==> src/rtl/alu_pipe_pkg.sv <==
// Shared opcodes, flag indices and FSM states for the pipelined ALU.
// Imported by alu_sat_comb and alu_pipe.
package alu_pipe_pkg;

  localparam logic [3:0] ALU_ADD = 4'h0;
  localparam logic [3:0] ALU_SUB = 4'h1;
  localparam logic [3:0] ALU_AND = 4'h2;
  localparam logic [3:0] ALU_NOR = 4'h3;
  localparam logic [3:0] ALU_SLL = 4'h4;
  localparam logic [3:0] ALU_SRL = 4'h5;
  localparam logic [3:0] ALU_SRA = 4'h6;
  localparam logic [3:0] ALU_LHB = 4'h7;
  localparam logic [3:0] ALU_NOP = 4'h8;
  localparam logic [3:0] ALU_MUL = 4'hA;

  localparam int FLAG_N = 2;
  localparam int FLAG_Z = 1;
  localparam int FLAG_V = 0;

  typedef enum logic {
    S_IDLE = 1'b0,
    S_MUL  = 1'b1
  } state_e;

endpackage

==> src/rtl/alu_sat_comb.sv <==
// Combinational single-cycle ALU ops with signed saturation.
// Reports which flag groups the op is allowed to update.
module alu_sat_comb
  import alu_pipe_pkg::*;
#(
  parameter int WIDTH = 16,
  parameter int SHW   = $clog2(WIDTH)
) (
  input  logic [WIDTH-1:0] a,
  input  logic [WIDTH-1:0] b,
  input  logic [3:0]       op,
  input  logic [SHW-1:0]   sh_amt,
  input  logic             upd_add,
  output logic [WIDTH-1:0] res,
  output logic             keep_dst,
  output logic             upd_nv,
  output logic             upd_z,
  output logic             ovf
);

  localparam logic [WIDTH-1:0] SMAX = {1'b0, {(WIDTH-1){1'b1}}};
  localparam logic [WIDTH-1:0] SMIN = {1'b1, {(WIDTH-1){1'b0}}};

  logic [WIDTH-1:0] sum;
  logic [WIDTH-1:0] diff;
  logic [WIDTH-1:0] sat;
  logic             add_ovf;
  logic             sub_ovf;

  assign sum  = a + b;
  assign diff = a - b;
  // Overflow always saturates toward the sign of operand A.
  assign sat  = a[WIDTH-1] ? SMIN : SMAX;

  assign add_ovf = (a[WIDTH-1] == b[WIDTH-1]) &
                   (sum[WIDTH-1] != a[WIDTH-1]);
  assign sub_ovf = (a[WIDTH-1] != b[WIDTH-1]) &
                   (diff[WIDTH-1] != a[WIDTH-1]);

  always_comb begin
    res      = '0;
    keep_dst = 1'b0;
    upd_nv   = 1'b0;
    upd_z    = 1'b0;
    ovf      = 1'b0;
    unique case (op)
      ALU_ADD: begin
        res    = add_ovf ? sat : sum;
        upd_nv = upd_add;
        upd_z  = upd_add;
        ovf    = add_ovf;
      end
      ALU_SUB: begin
        res    = sub_ovf ? sat : diff;
        upd_nv = 1'b1;
        upd_z  = 1'b1;
        ovf    = sub_ovf;
      end
      ALU_AND: begin
        res   = a & b;
        upd_z = 1'b1;
      end
      ALU_NOR: begin
        res   = ~(a | b);
        upd_z = 1'b1;
      end
      ALU_SLL: begin
        res   = a << sh_amt;
        upd_z = 1'b1;
      end
      ALU_SRL: begin
        res   = a >> sh_amt;
        upd_z = 1'b1;
      end
      ALU_SRA: begin
        res   = $signed(a) >>> sh_amt;
        upd_z = 1'b1;
      end
      ALU_LHB: begin
        res = {b[WIDTH/2-1:0], a[WIDTH/2-1:0]};
      end
      ALU_NOP: begin
        keep_dst = 1'b1;
      end
      default: begin
        res = '0;
      end
    endcase
  end

endmodule

==> src/rtl/alu_pipe.sv <==
// Registered saturating ALU with valid/ready handshake, flags
// register and an iterative shift-add signed multiply.
module alu_pipe
  import alu_pipe_pkg::*;
#(
  parameter int WIDTH = 16,
  parameter int SHW   = $clog2(WIDTH)
) (
  input  logic             clk,
  input  logic             rst_n,
  input  logic             in_valid,
  output logic             in_ready,
  input  logic [WIDTH-1:0] src0,
  input  logic [WIDTH-1:0] src1,
  input  logic [3:0]       alu_op,
  input  logic [SHW-1:0]   sh_amt,
  input  logic             upd_flags_on_add,
  output logic             out_valid,
  input  logic             out_ready,
  output logic [WIDTH-1:0] dst,
  output logic [2:0]       flags,
  output logic             busy
);

  localparam int W2 = 2 * WIDTH;
  localparam logic [WIDTH-1:0] SMAX = {1'b0, {(WIDTH-1){1'b1}}};
  localparam logic [WIDTH-1:0] SMIN = {1'b1, {(WIDTH-1){1'b0}}};
  localparam logic [W2-1:0] POS_LIM = W2'(SMAX);
  localparam logic [W2-1:0] NEG_LIM = W2'(SMIN);
  localparam logic [SHW:0] CNT_LAST = (SHW+1)'(WIDTH);

  state_e           state_q, state_d;
  logic [SHW:0]     cnt_q, cnt_d;
  logic [W2-1:0]    mcand_q, mcand_d;
  logic [WIDTH-1:0] mplier_q, mplier_d;
  logic [W2-1:0]    acc_q, acc_d;
  logic             neg_q, neg_d;
  logic [WIDTH-1:0] dst_q, dst_d;
  logic [2:0]       flags_q, flags_d;
  logic             out_valid_q, out_valid_d;

  logic [WIDTH-1:0] c_res;
  logic             c_keep;
  logic             c_upd_nv;
  logic             c_upd_z;
  logic             c_ovf;

  alu_sat_comb #(
    .WIDTH (WIDTH),
    .SHW   (SHW)
  ) u_sat (
    .a        (src0),
    .b        (src1),
    .op       (alu_op),
    .sh_amt   (sh_amt),
    .upd_add  (upd_flags_on_add),
    .res      (c_res),
    .keep_dst (c_keep),
    .upd_nv   (c_upd_nv),
    .upd_z    (c_upd_z),
    .ovf      (c_ovf)
  );

  logic [WIDTH-1:0] abs0;
  logic [WIDTH-1:0] abs1;
  logic [WIDTH-1:0] mul_lo;
  logic [WIDTH-1:0] mul_res;
  logic             mul_ovf;
  logic             accept;
  logic [WIDTH-1:0] sc_dst;

  // -(-2^(W-1)) wraps to 2^(W-1), which is the correct unsigned magnitude.
  assign abs0   = src0[WIDTH-1] ? ('0 - src0) : src0;
  assign abs1   = src1[WIDTH-1] ? ('0 - src1) : src1;
  assign mul_lo = acc_q[WIDTH-1:0];

  always_comb begin
    mul_ovf = 1'b0;
    mul_res = mul_lo;
    if (!neg_q) begin
      mul_ovf = acc_q > POS_LIM;
      mul_res = mul_ovf ? SMAX : mul_lo;
    end else begin
      mul_ovf = acc_q > NEG_LIM;
      mul_res = mul_ovf ? SMIN : ('0 - mul_lo);
    end
  end

  assign in_ready = (state_q == S_IDLE) & (~out_valid_q | out_ready);
  assign accept   = in_valid & in_ready;
  assign sc_dst   = c_keep ? dst_q : c_res;

  always_comb begin
    state_d     = state_q;
    cnt_d       = cnt_q;
    mcand_d     = mcand_q;
    mplier_d    = mplier_q;
    acc_d       = acc_q;
    neg_d       = neg_q;
    dst_d       = dst_q;
    flags_d     = flags_q;
    out_valid_d = out_valid_q & ~out_ready;
    unique case (state_q)
      S_IDLE: begin
        if (accept && alu_op == ALU_MUL) begin
          state_d  = S_MUL;
          cnt_d    = '0;
          mcand_d  = W2'(abs0);
          mplier_d = abs1;
          acc_d    = '0;
          neg_d    = src0[WIDTH-1] ^ src1[WIDTH-1];
        end else if (accept) begin
          out_valid_d = 1'b1;
          dst_d       = sc_dst;
          if (c_upd_nv) begin
            flags_d[FLAG_N] = sc_dst[WIDTH-1];
            flags_d[FLAG_V] = c_ovf;
          end
          if (c_upd_z) begin
            flags_d[FLAG_Z] = (sc_dst == '0);
          end
        end
      end
      S_MUL: begin
        if (cnt_q == CNT_LAST) begin
          state_d         = S_IDLE;
          out_valid_d     = 1'b1;
          dst_d           = mul_res;
          flags_d[FLAG_N] = mul_res[WIDTH-1];
          flags_d[FLAG_Z] = (mul_res == '0);
          flags_d[FLAG_V] = mul_ovf;
        end else begin
          acc_d    = acc_q + (mplier_q[0] ? mcand_q : '0);
          mcand_d  = mcand_q << 1;
          mplier_d = mplier_q >> 1;
          cnt_d    = cnt_q + (SHW+1)'(1);
        end
      end
      default: state_d = S_IDLE;
    endcase
  end

  always_ff @(posedge clk or negedge rst_n) begin
    if (!rst_n) begin
      state_q     <= S_IDLE;
      cnt_q       <= '0;
      mcand_q     <= '0;
      mplier_q    <= '0;
      acc_q       <= '0;
      neg_q       <= 1'b0;
      dst_q       <= '0;
      flags_q     <= 3'b000;
      out_valid_q <= 1'b0;
    end else begin
      state_q     <= state_d;
      cnt_q       <= cnt_d;
      mcand_q     <= mcand_d;
      mplier_q    <= mplier_d;
      acc_q       <= acc_d;
      neg_q       <= neg_d;
      dst_q       <= dst_d;
      flags_q     <= flags_d;
      out_valid_q <= out_valid_d;
    end
  end

  assign out_valid = out_valid_q;
  assign dst       = dst_q;
  assign flags     = flags_q;
  assign busy      = (state_q == S_MUL);

endmodule
==> config.mk <==
export PLATFORM = sky130hd
export DESIGN_NAME = alu_pipe
export DESIGN_NICKNAME = d
export VERILOG_FILES = /design/src/rtl/alu_pipe_pkg.sv /design/src/rtl/alu_sat_comb.sv /design/src/rtl/alu_pipe.sv
export SDC_FILE = /design/constraint.sdc
export NUM_CORES = 1
export LEC_CHECK = 0
export ABC_CLOCK_PERIOD_IN_PS = 3400
export CORE_MARGIN = 8
export CORE_UTILIZATION = 55
export CTS_CLUSTER_DIAMETER = 60
export DETAILED_ROUTE_END_ITERATION = 8
export PLACE_DENSITY = 0.83
export SLEW_MARGIN = 20
export SYNTH_ARGS = -nofsm -noshare
export SYNTH_HDL_FRONTEND = slang
export SYNTH_SLANG_ARGS = --single-unit
==> constraint.sdc <==
create_clock -name clk -period 3.4 [get_ports clk]
set_input_delay 0.51 -clock clk [delete_from_list [all_inputs] [get_ports clk]]
set_output_delay 0.51 -clock clk [all_outputs]
set_load 0.02 [all_outputs]
==> flow_summary.toml <==
[sta]
setup_viol = 22
finalWorstSetupSlack_ns = -0.9094
skew_ns = 0.02596
rsz0062_at_grt = "yes"
tns_ns = -11.79
slew_viol_final = 0
fin_crit_sh_pct = 126.7
tightest_slew_ns = 0.9457
hold_violations = 0
period_minus_slack_ns = 4.309
max_slew_margin_pct = 36.15
fmax_mhz = 232.1

[yosys]
synth_area_leaders = "dfrtp_1 23%, ha_1 9.5%, o21ai_0 6.2%, a21oi_1 5.5%, nand2_1 5.0%"
seq_area_frac_synth_pct = 23.26
synth_ff_type = "dfrtp_1"
avgSynthCellArea_um2 = 7.886
synth.most_common_cell = "nand2_1"
ys_types = 87
yosys_warnings = 0
netlist_area_um2 = 11510
synth_edf_count = 0
ys_ff_latch = 107
syn_inst = 1460
synth_nets = 1596
synthTopCellsByCount = "154 x nand2_1, 142 x o21ai_0, 127 x a21oi_1, 113 x nor2_1, 107 x dfrtp_1"
synth_top_area_cell = "dfrtp_1"
synth_top_cell_area_share_pct = 23.26
async_flop_share_pct = 100.0

[cts]
cts-root-buf = "clkbuf_16"
clock_latency_ns = 0.37
cts_hold_buf = 0
cts.clk_slew.worst_paths_ns = 0.10
htree_num_levels = 3
cts.sinks = 107
cts_tree = "built"
clockBufferDepth = 2
cts_buffers = 9

[setup_path]
crit_required_ns = 3.69
endpoint_kind = "flop"
setup.worst_path.class = "input pin to flop"
rr_worst_depth = 14
path_max_fanout = 4
startpoint_type = "input pin"
r2r_slack_ns = -0.22
worstPathArrival_ns = 4.60

[grt]
grt_pass1_wl_um = 76980
grt.overflow.total = 0
grtUsageTotal_pct = 38.24
grt_pass1_vias = 13280
antenna_found_initial = 0
grt_max_degree = 66

[placed_design]
portBuffers = 66
place_congestion = 1.128
post-place-cells = 2017
dp_hpwl_um = 38830

[die]
die_area_um2 = 25820
die_h_um = 160.7
rows = 53
initial_core_util_pct = 55.47
die_x_um = 160.7
core_area_um2 = 20760
io_pins = 67

[layout]
final_nets = 1935
drive_gt1_share_pct = 30.71
syn_to_final_growth_pct = 38.93
fin_cells = 2079
n_antenna_cell = 0

[drt]
drtIter0Drc = 1771
wire_per_inst_um = 25.01
ant_nets = 0
drc = 0
via_per_inst = 6.554
wirelength_um = 52000
dr_total_vias = 13630
drtPass1Iterations = 6

[pwr]
power_density_nw_per_um2 = 555.8
power_mw = 8.891
vdd_drop_max_mv = 0.5202
cellLeakagePower_nw = 7.271

[flow_run]
cap_violations = 0

[worst_hold_path]
hold_class = "input pin to asynchronous set/reset pin"

[outcome]
failed_checks = "negative setup slack"
outcome = "finished with violations"
==> power by group <==
part	switching (mW)	total, mW	internal [mW]
Sequential	0.667	2.46	1.79
Clock	0.601	1.14	0.535
Combinational	3.04	5.30	2.26
Total	4.31	8.89	4.59
==> critical path, stage by stage <==
cell and delay, ns:
buf_8 0.10, inv_6 0.05, ha_4 0.20, or3_4 0.39
o221ai_4 0.16, or4_4 0.19, a21oi_4 0.07, o31ai_4 0.27
a21oi_2 0.10, nor2_1 0.11, nor2_1 0.05, nor2_1 0.13
nor2_2 0.06, fa_2 0.60, nand3_2 0.11, nand3_4 0.12
buf_6 0.12, a21oi_4 0.03, a2111oi_4 0.27, o21ai_1 0.11
a21oi_1 0.13, nand2_1 0.08, nor2_1 0.08, nand2_1 0.09
nor4_2 0.29, a31o_1 0.17
==> timing repair <==
| item | in CTS | in global routing |
|---|---|---|
| pin swaps | 71 | 52 |
| resized for setup | 186 | 52 |
| buffers inserted | 38 | 15 |
| endpoints found under the setup margin | 23 | 31 |
==> final timing paths <==
path	startpoint	endpoint
setup / recovery	src1[2]	flags[1]
hold / removal	rst_n	mplier_q[8]
setup reg to reg	mplier_q[0]	acc_q[28]
hold reg to reg	mplier_q[12]	mplier_q[12]
max in group asynchronous	rst_n	dst[5]
min in group clk	mplier_q[12]	mplier_q[12]
==> layer usage <==
metal	part of all wire [%]	GRT usage, %	vias up
met2	46	62.20	893
met3	10	7.858	215
met4	6.0	20.14	0
met5	0	0	-
met1	38	47.05	6484
li1	-	-	6033
==> registers in the layout, summed over array words and instances, names as in the netlist <==
register   count
acc_q         32
busy           1
cnt_q          5
dst           16
flags          3
mcand_q       32
mplier_q      16
neg_q          1
out_valid      1
==> cell families after synthesis <==
kind of cell,synth area share [%]
flip-flops,23.26
XOR/XNOR,5.553
AO/OA/AOI/OAI,28.07
AND/OR/NAND/NOR,19.72
buffers and inverters,5.781
multiplexers,7.466
adder cells (fa/ha/maj),10.15
==> through the flow <==
stage	area, µm²	hold slack, ns	setup WS [ns]	util (%)
floorplan	11710	0.2144	-1.048	-
global placement	14640	0.4649	-1.837	70.52
detailed placement	14640	0.4709	-1.917	70.52
CTS	15670	0.1887	-0.9175	75.47
global route	16000	0.2276	-1.191	77.06
finish	16000	0.1809	-0.9094	77.06
==> area by class of cell <==
type / count / area (µm²)
repair buffers: 422 / 3492
multi-input cells: 1195 / 8882
well taps: 275 / 344.1
clock buffers: 9 / 225.2
clock inverters: 7 / 91.34
flip-flops and latches: 107 / 2680
fillers: 1465 / 4761
inverters: 64 / 280.3
==> placed cells by master (no fill, tap or decap), types with 15 or more instances in the layout <==
cell	instances
clkdlybuf4s50_1	44
o21ai_0	119
nand3_1	15
a21o_1	28
nor3_1	24
ha_4	17
xor2_1	22
mux4_2	18
ha_1	67
nor2_1	107
dfrtp_1	105
a22oi_1	15
and2_1	31
inv_1	43
nand2b_1	19
mux2i_1	33
buf_4	335
xnor2_1	50
a21oi_2	19
a21oi_1	105
o211ai_1	17
o21ai_1	27
a22o_1	25
nand2_1	153
Power figures use the tool's default switching activity.
